==> src/rtl/shift_unit_core.sv <==
// Registered shifter/rotator: arithmetic, rotate, logical and pass-through with a zero flag.
// Define SHIFT_UNIT_CARRY_EN to add the registered carry-out port co.
module shift_unit_core #(
    parameter int unsigned WIDTH = 32
) (
    input  logic             clk,
    input  logic             rst,
    input  logic [WIDTH-1:0] b,
    input  logic [4:0]       shamt,
    input  logic             A,
    input  logic             R,
    input  logic             L,
    input  logic             drxn,
    output logic [WIDTH-1:0] B,
`ifdef SHIFT_UNIT_CARRY_EN
    output logic             co,
`endif
    output logic             zf
);

    logic [WIDTH-1:0] next_b;
    logic             next_zf;

    always_comb begin
        next_b = b;
        if (A) begin
            if (drxn)
                next_b = $signed(b) >>> shamt;
            else
                next_b = b << shamt;
        end else if (R) begin
            // A shift by the full width yields zero, so shamt = 0 degenerates to b.
            if (drxn)
                next_b = (b >> shamt) | (b << (WIDTH - 32'(shamt)));
            else
                next_b = (b << shamt) | (b >> (WIDTH - 32'(shamt)));
        end else if (L) begin
            if (drxn)
                next_b = b >> shamt;
            else
                next_b = b << shamt;
        end
        next_zf = (next_b == '0);
    end

`ifdef SHIFT_UNIT_CARRY_EN
    logic [WIDTH:0] right_ext;
    logic [WIDTH:0] left_ext;
    logic           next_co;

    // Padding by one bit leaves the last bit shifted out at the pad position; zero when shamt = 0.
    always_comb begin
        right_ext = {b, 1'b0} >> shamt;
        left_ext  = {1'b0, b} << shamt;
        next_co   = 1'b0;
        if (A || R || L)
            next_co = drxn ? right_ext[0] : left_ext[WIDTH];
    end

    always_ff @(posedge clk) begin
        if (rst)
            co <= 1'b0;
        else
            co <= next_co;
    end
`endif

    always_ff @(posedge clk) begin
        if (rst) begin
            B  <= '0;
            zf <= 1'b1;
        end else begin
            B  <= next_b;
            zf <= next_zf;
        end
    end

endmodule

==> config.mk <==
export PLATFORM = sky130hd
export DESIGN_NAME = shift_unit_core
export DESIGN_NICKNAME = d
export VERILOG_FILES = /design/src/rtl/shift_unit_core.sv
export SDC_FILE = /design/constraint.sdc
export NUM_CORES = 1
export LEC_CHECK = 0
export ABC_AREA = 1
export BUFFER_PORTS_ARGS = -buffer_cell sky130_fd_sc_hd__buf_2
export CORE_MARGIN = 2
export CORE_UTILIZATION = 45
export CTS_CLUSTER_DIAMETER = 120
export DETAILED_ROUTE_END_ITERATION = 12
export PLACE_DENSITY = 0.6
export RECOVER_POWER = 25
export SETUP_SLACK_MARGIN = 0.02
export SLEW_MARGIN = 10
export SYNTH_ARGS = -nofsm -noshare
export SYNTH_HDL_FRONTEND = slang
export SYNTH_SLANG_ARGS = --single-unit
==> constraint.sdc <==
create_clock -name clk -period 3 [get_ports clk]
set_input_delay 0.15 -clock clk [delete_from_list [all_inputs] [get_ports clk]]
set_output_delay 0.15 -clock clk [all_outputs]
set_load 0.05 [all_outputs]
==> results of run 1 <==
worst min path at each step:
stage	slack, ns	start	endpoint
3_5_place_dp	0.59	b[15]	B[15]
5_1_grt	0.35	b[2]	B[2]
4_1_cts	0.31	b[15]	B[15]
3_3_place_gp	0.60	b[15]	B[15]
2_1_floorplan	0.38	b[3]	B[3]
6_report	0.33	b[15]	B[15]
final cells by class:
class | instances | area [um^2]
multi-input combinational | 1510 | 7390
fill | 2283 | 9951
tap | 265 | 331.6
inverter | 54 | 207.7
clock buffer | 6 | 128.9
clock inverter | 2 | 10.01
sequential | 33 | 660.6
timing repair buffer | 134 | 910.9
critical path, cell delays in order:
cell and delay, ns:
buf_2 0.13, buf_4 0.58, nand3_1 0.31, nand3_1 0.24, nand2_1 0.11, nand2_1 0.10, nand2_1 0.08, a21oi_1 0.13
nand2_1 0.07, nand2_1 0.06, nand2_1 0.05, nand2_1 0.24, nand2_1 0.09, nor2_1 0.11, nand2_1 0.06, nor2_1 0.24
nand2_1 0.09, nand2_1 0.05
power by group:
part	internal [mW]	switching, mW	total, mW
sequential	0.481	0.00999	0.491
combinational	0.624	1.71	2.34
clock	0.304	0.185	0.490
total	1.41	1.91	3.32
stage by stage:
step | instance area [um^2] | power (mW)
floorplan | 9014 | 2.035
global placement | 9520 | 2.719
detailed placement | 9520 | 2.718
CTS | 9659 | 3.211
global route | 9639 | 3.490
finish | 9639 | 3.317
Yosys cell counts (21+ instances only):
cell type  instances  area, um^2
a21oi_1           53       265.3
nand2_4           22       247.7
nand4_1           23       143.9
o211ai_1          24       180.2
nand3_1          652        3263
dfxtp_1           33       660.6
o21ai_1           27       135.1
o21ai_0           29       145.1
nor2_1           101       379.1
nand2_1          483        1813
nand2_2           21       131.4
clkbuf_1          27       101.4
inv_1             39       146.4
buf_2             58       290.3
cell families after synthesis:
kind of cell	count (synthesis)	share of synthesized area (%)
simple gates	1344	70.79
buf+inv	184	10.77
fa+ha+maj	1	0.1388
flops	33	7.329
compound gates	165	10.97
state kept, by name, summed over array words and instances (netlist names):
signal and count:
B 32, zf 1
placed cells by master, fill, tap and decap left out, types with 5 or more instances in the layout:
cell type  netlist  routed
nand2_1        483     481
and2_1           5       5
a21oi_1         53      53
o21ai_1         27      27
nand2_8          5       5
o211ai_2         5       5
or2_2            6       6
inv_1           39      39
o21ai_0         29      29
nand3_2         15      15
inv_2           11      11
nand2_2         21      23
a21boi_1         8       8
buf_4           19      50
o211ai_1        24      24
buf_12           3       9
clkbuf_1        27      17
nand4_1         23      23
clkbuf_16        0       5
buf_2           58      59
a31oi_1          7       7
nand2_4         22      22
nand3_1        652     652
dfxtp_1         33      33
nor2_1         101     101
metal layers:
metal  part of all wire [%]  global-route usage, %  vias to the layer above
li1                       -                      -                     5994
met2                     42                  71.54                     1197
met3                     14                  11.13                      284
met1                     35                  57.76                     6092
met4                    9.4                  34.56                        2
met5                  0.016                      0                        -
==> impl_metrics.py, run 1 <==
metrics = {
    "clocking": {
        "post_cts_buffers": 0,
        "clockRootBuffer": "clkbuf_16",
        "numClockSinks": 33,
        "htree_num_levels": 2,
        "clk_pin_slew_worst_paths_ns": 0.05,
        "holdBufCountCts": 0,
        "cts_buffers": 5,
        "cts_tree": "built",
        "cts_resized": 0,
        "clock_path_buffers": 2,
    },
    "timing": {
        "tightest_slew_ns": 0.8832,
        "finalSetupViolCount": 0,
        "post-route-min-period_ns": 2.660,
        "relSlewSlack_pct": 40.90,
        "rsz0062_at_grt": "no",
        "layout_setup_ws_ns": 0.3396,
        "finalCritPeriodShare_pct": 88.68,
        "hold_viol": 0,
        "finalSetupTns_ns": 0,
        "clock.fmax_ghz": 0.3759,
        "drv_slew": 0,
        "whs_ns": 0.3329,
    },
    "power_and_ir_drop": {
        "peakVddDrop_mv": 0.1989,
        "powerDensity_nw_per_um2": 344.1,
        "power_leakage_nw": 4.708,
    },
    "logic_synthesis": {
        "syn-instance-count": 1727,
        "ys_seq_area_share_pct": 7.329,
        "synth_nets": 1771,
        "synth-main-ff-cell": "dfxtp_1",
        "synth-warning-count": 0,
        "syn_avg_cell_area_um2": 5.219,
        "ys_types": 41,
        "synth-edff-count": 0,
        "ys_ff_latch": 33,
        "synth_area_um2": 9014,
        "synth-async-reset-ratio_pct": 0,
    },
    "global_routing": {
        "grt.total_usage_pct": 46.98,
        "antenna_found_initial": 1,
        "grt_max_degree": 63,
        "grt_pass1_vias": 12060,
        "grt_remaining_overflow": 0,
        "grt_pass1_wl_um": 76280,
    },
    "placement": {
        "place_hpwl_um": 38780,
        "numPortBuffers": 75,
        "gp_congestion": 1.126,
        "dp_slack_ns": 0.2338,
        "dp_cells": 1996,
    },
    "routing": {
        "routed_wl_um": 51590,
        "drc": 0,
        "ant_nets": 0,
        "viasPerCell": 6.771,
        "drtPass1Iterations": 7,
        "drt_iter0_drc": 2357,
        "wire_per_inst_um": 25.75,
        "dr_total_vias": 13570,
    },
    "final_layout": {
        "finalNonFillerCells": 2004,
        "n_antenna_cell": 0,
        "drive_gt1_share_pct": 12.82,
        "nets": 1782,
        "syn_to_final_growth_pct": 6.941,
        "post-route-util_pct": 49.20,
    },
    "floorplanning": {
        "rows": 51,
        "io_pins": 76,
        "core-area_um2": 19590,
        "die-height_um": 145.5,
        "die_w_um": 145.5,
        "dieArea_um2": 21180,
        "start_util_pct": 46.01,
    },
    "setup_path": {
        "endpoint": "zf",
        "worst_setup_path_end_kind": "flip-flop",
        "cp.arrival_ns": 2.89,
        "startpoint": "shamt[1]",
        "critical_path_class": "input pin to flip-flop",
        "cp_max_fo": 58,
        "cp_data_required_time_ns": 3.23,
        "cp-start-kind": "input pin",
    },
    "hold_path": {
        "min_path_cells": 5,
        "hold_path_class": "input pin to flip-flop",
    },
    "job": {
        "cap_violations": 0,
    },
    "run_status": {
        "status": "finished, final reports clean",
    },
}
(Power assumes the default switching activity.)
==> run 2, diff against run 1 <==
- clock period: 3 -> 3.4 ns (I/O delays scaled with it)
==> impl_metrics.py, run 2 (synthesized netlist as in run 1, its figures left out) <==
metrics = {
    "clocking": {
        "cts_buffers": 5,
        "clk_pin_slew_worst_paths_ns": 0.06,
        "cts_tree": "built",
        "numClockSinks": 33,
        "clock_path_buffers": 2,
        "post_cts_buffers": 0,
        "htree_num_levels": 2,
        "holdBufCountCts": 0,
        "clockRootBuffer": "clkbuf_16",
        "cts_resized": 0,
    },
    "floorplanning": {
        "io_pins": 76,
        "dieArea_um2": 21180,
        "die_w_um": 145.5,
        "rows": 51,
        "die-height_um": 145.5,
        "core-area_um2": 19590,
        "start_util_pct": 46.01,
    },
    "final_layout": {
        "n_antenna_cell": 0,
        "drive_gt1_share_pct": 12.22,
        "largest_register_ffs": 32,
        "design_area_um2": 9495,
        "largestRegisters": "B x32, zf x1",
        "nFillCells": 2243,
        "syn_to_final_growth_pct": 5.344,
        "mostFrequentLayoutCell": "nand3_1",
        "regMostFlops": "B",
        "most-common-layout-cells": "nand3_1, nand2_1, nor2_1",
        "post-route-util_pct": 48.47,
        "nets": 1769,
    },
    "timing": {
        "drv_slew": 0,
        "clock.fmax_ghz": 0.3521,
        "layout_setup_ws_ns": 0.5599,
        "finalSetupTns_ns": 0,
        "hold_viol": 0,
        "relSlewSlack_pct": 45.79,
        "rsz0062_at_grt": "no",
        "finalSetupViolCount": 0,
        "finalCritPeriodShare_pct": 83.53,
        "post-route-min-period_ns": 2.840,
        "tightest_slew_ns": 0.8132,
    },
    "global_routing": {
        "globalRoute.busiestLayer": "met2",
        "grt_max_degree": 62,
        "grt_util_met1_pct": 59.03,
        "grt_pass1_wl_um": 77120,
        "grt_pass1_vias": 12170,
        "grt.met3_usage_pct": 12.01,
        "grt.total_usage_pct": 47.63,
        "grt_remaining_overflow": 0,
        "antenna_found_initial": 0,
        "use_met2_pct": 71.23,
    },
    "power_and_ir_drop": {
        "power_leakage_nw": 4.627,
        "powerDensity_nw_per_um2": 310.1,
        "peakVddDrop_mv": 0.2024,
        "finalPower_mw": 2.945,
    },
    "setup_path": {
        "crit_path_cell_trace": "buf_2, inv_6, buf_12, nand2_2, inv_2, nand2_2, nand2_2, buf_4, nand3_1, o21ai_1, nand2_1, nand3_1, nand2_1, nand2_1, nand3_1, nand2_1, nand2_1, nor2_1, nand2_1, nor2_1, nand2_1, nand2_1",
        "critical_path_class": "input pin to flip-flop",
        "cp_num_buf_inv": 5,
        "critical_path.slowest_cell": "buf_12",
        "cp.arrival_ns": 3.07,
        "cp-start-kind": "input pin",
        "max_stage_delay_ns": 0.36,
        "worst_setup_path_end_kind": "flip-flop",
        "critPathTopFamily": "simple AND/OR/NAND/NOR gates",
        "cp_max_fo": 34,
        "cp_data_required_time_ns": 3.63,
        "cpMostUsedCell": "nand2_1",
    },
    "routing": {
        "drc": 0,
        "drt_iter0_drc": 2441,
        "viasPerCell": 6.822,
        "routed_wl_um": 52860,
        "drtPass1Iterations": 9,
        "dr_total_vias": 13580,
        "ant_nets": 0,
        "wire_per_inst_um": 26.55,
    },
    "placement": {
        "gp_congestion": 1.087,
        "place_hpwl_um": 38670,
        "numPortBuffers": 75,
        "placed_area_um2": 9373,
        "dp_slack_ns": 0.3459,
    },
    "run_status": {
        "status": "finished, final reports clean",
    },
    "hold_path": {
        "hold_path_class": "input pin to flip-flop",
    },
    "job": {
        "cap_violations": 0,
    },
}
## run 2: changes by cell type in the layout (fill, tap and decap cells not counted), sizes merged
| cell | before | now |
|---|---|---|
| clkinvlp | 0 | 1 |
| clkbuf | 22 | 21 |
| buf | 118 | 105 |
## run 2: power breakdown
group	total (mW)	switching [mW]	internal, mW
logic	2.05	1.53	0.527
clock network	0.457	0.188	0.269
registers	0.434	0.00985	0.424
total	2.94	1.72	1.22
## run 2: path summary, 6_finish.rpt
check | startpoint | end | slack (ns) | cells past startpoint
min | b[2] | B[2] | 0.35 | 5
max | shamt[0] | zf | 0.56 | 22
## run 2: layer usage
metal  part of all wire (%)  vias to the layer above
met2                     41                     1242
met5                      0                        -
met4                    9.9                        0
li1                       -                     5965
met3                     14                      287
met1                     35                     6088
## run 2: layout make-up
type                            count  area (um^2)  area share [%]
Clock inverter                      3        17.52          0.1845
Sequential cell                    33        660.6           6.957
Multi-Input combinational cell   1510         7390           77.82
Clock buffer                        5        125.1           1.318
Tap cell                          265        331.6           3.492
Timing Repair Buffer              121        763.2           8.038
Inverter                           54        207.7           2.187
## run 2: metrics by stage
| step | std cells | hold slack [ns] |
|---|---|---|
| 2_1_floorplan | 1727 | 0.3960 |
| 3_3_place_gp | 1983 | 0.6330 |
| 3_5_place_dp | 1983 | 0.6301 |
| 4_1_cts | 1991 | 0.3388 |
| 5_1_grt | 1991 | 0.3818 |
| 6_report | 1991 | 0.3493 |
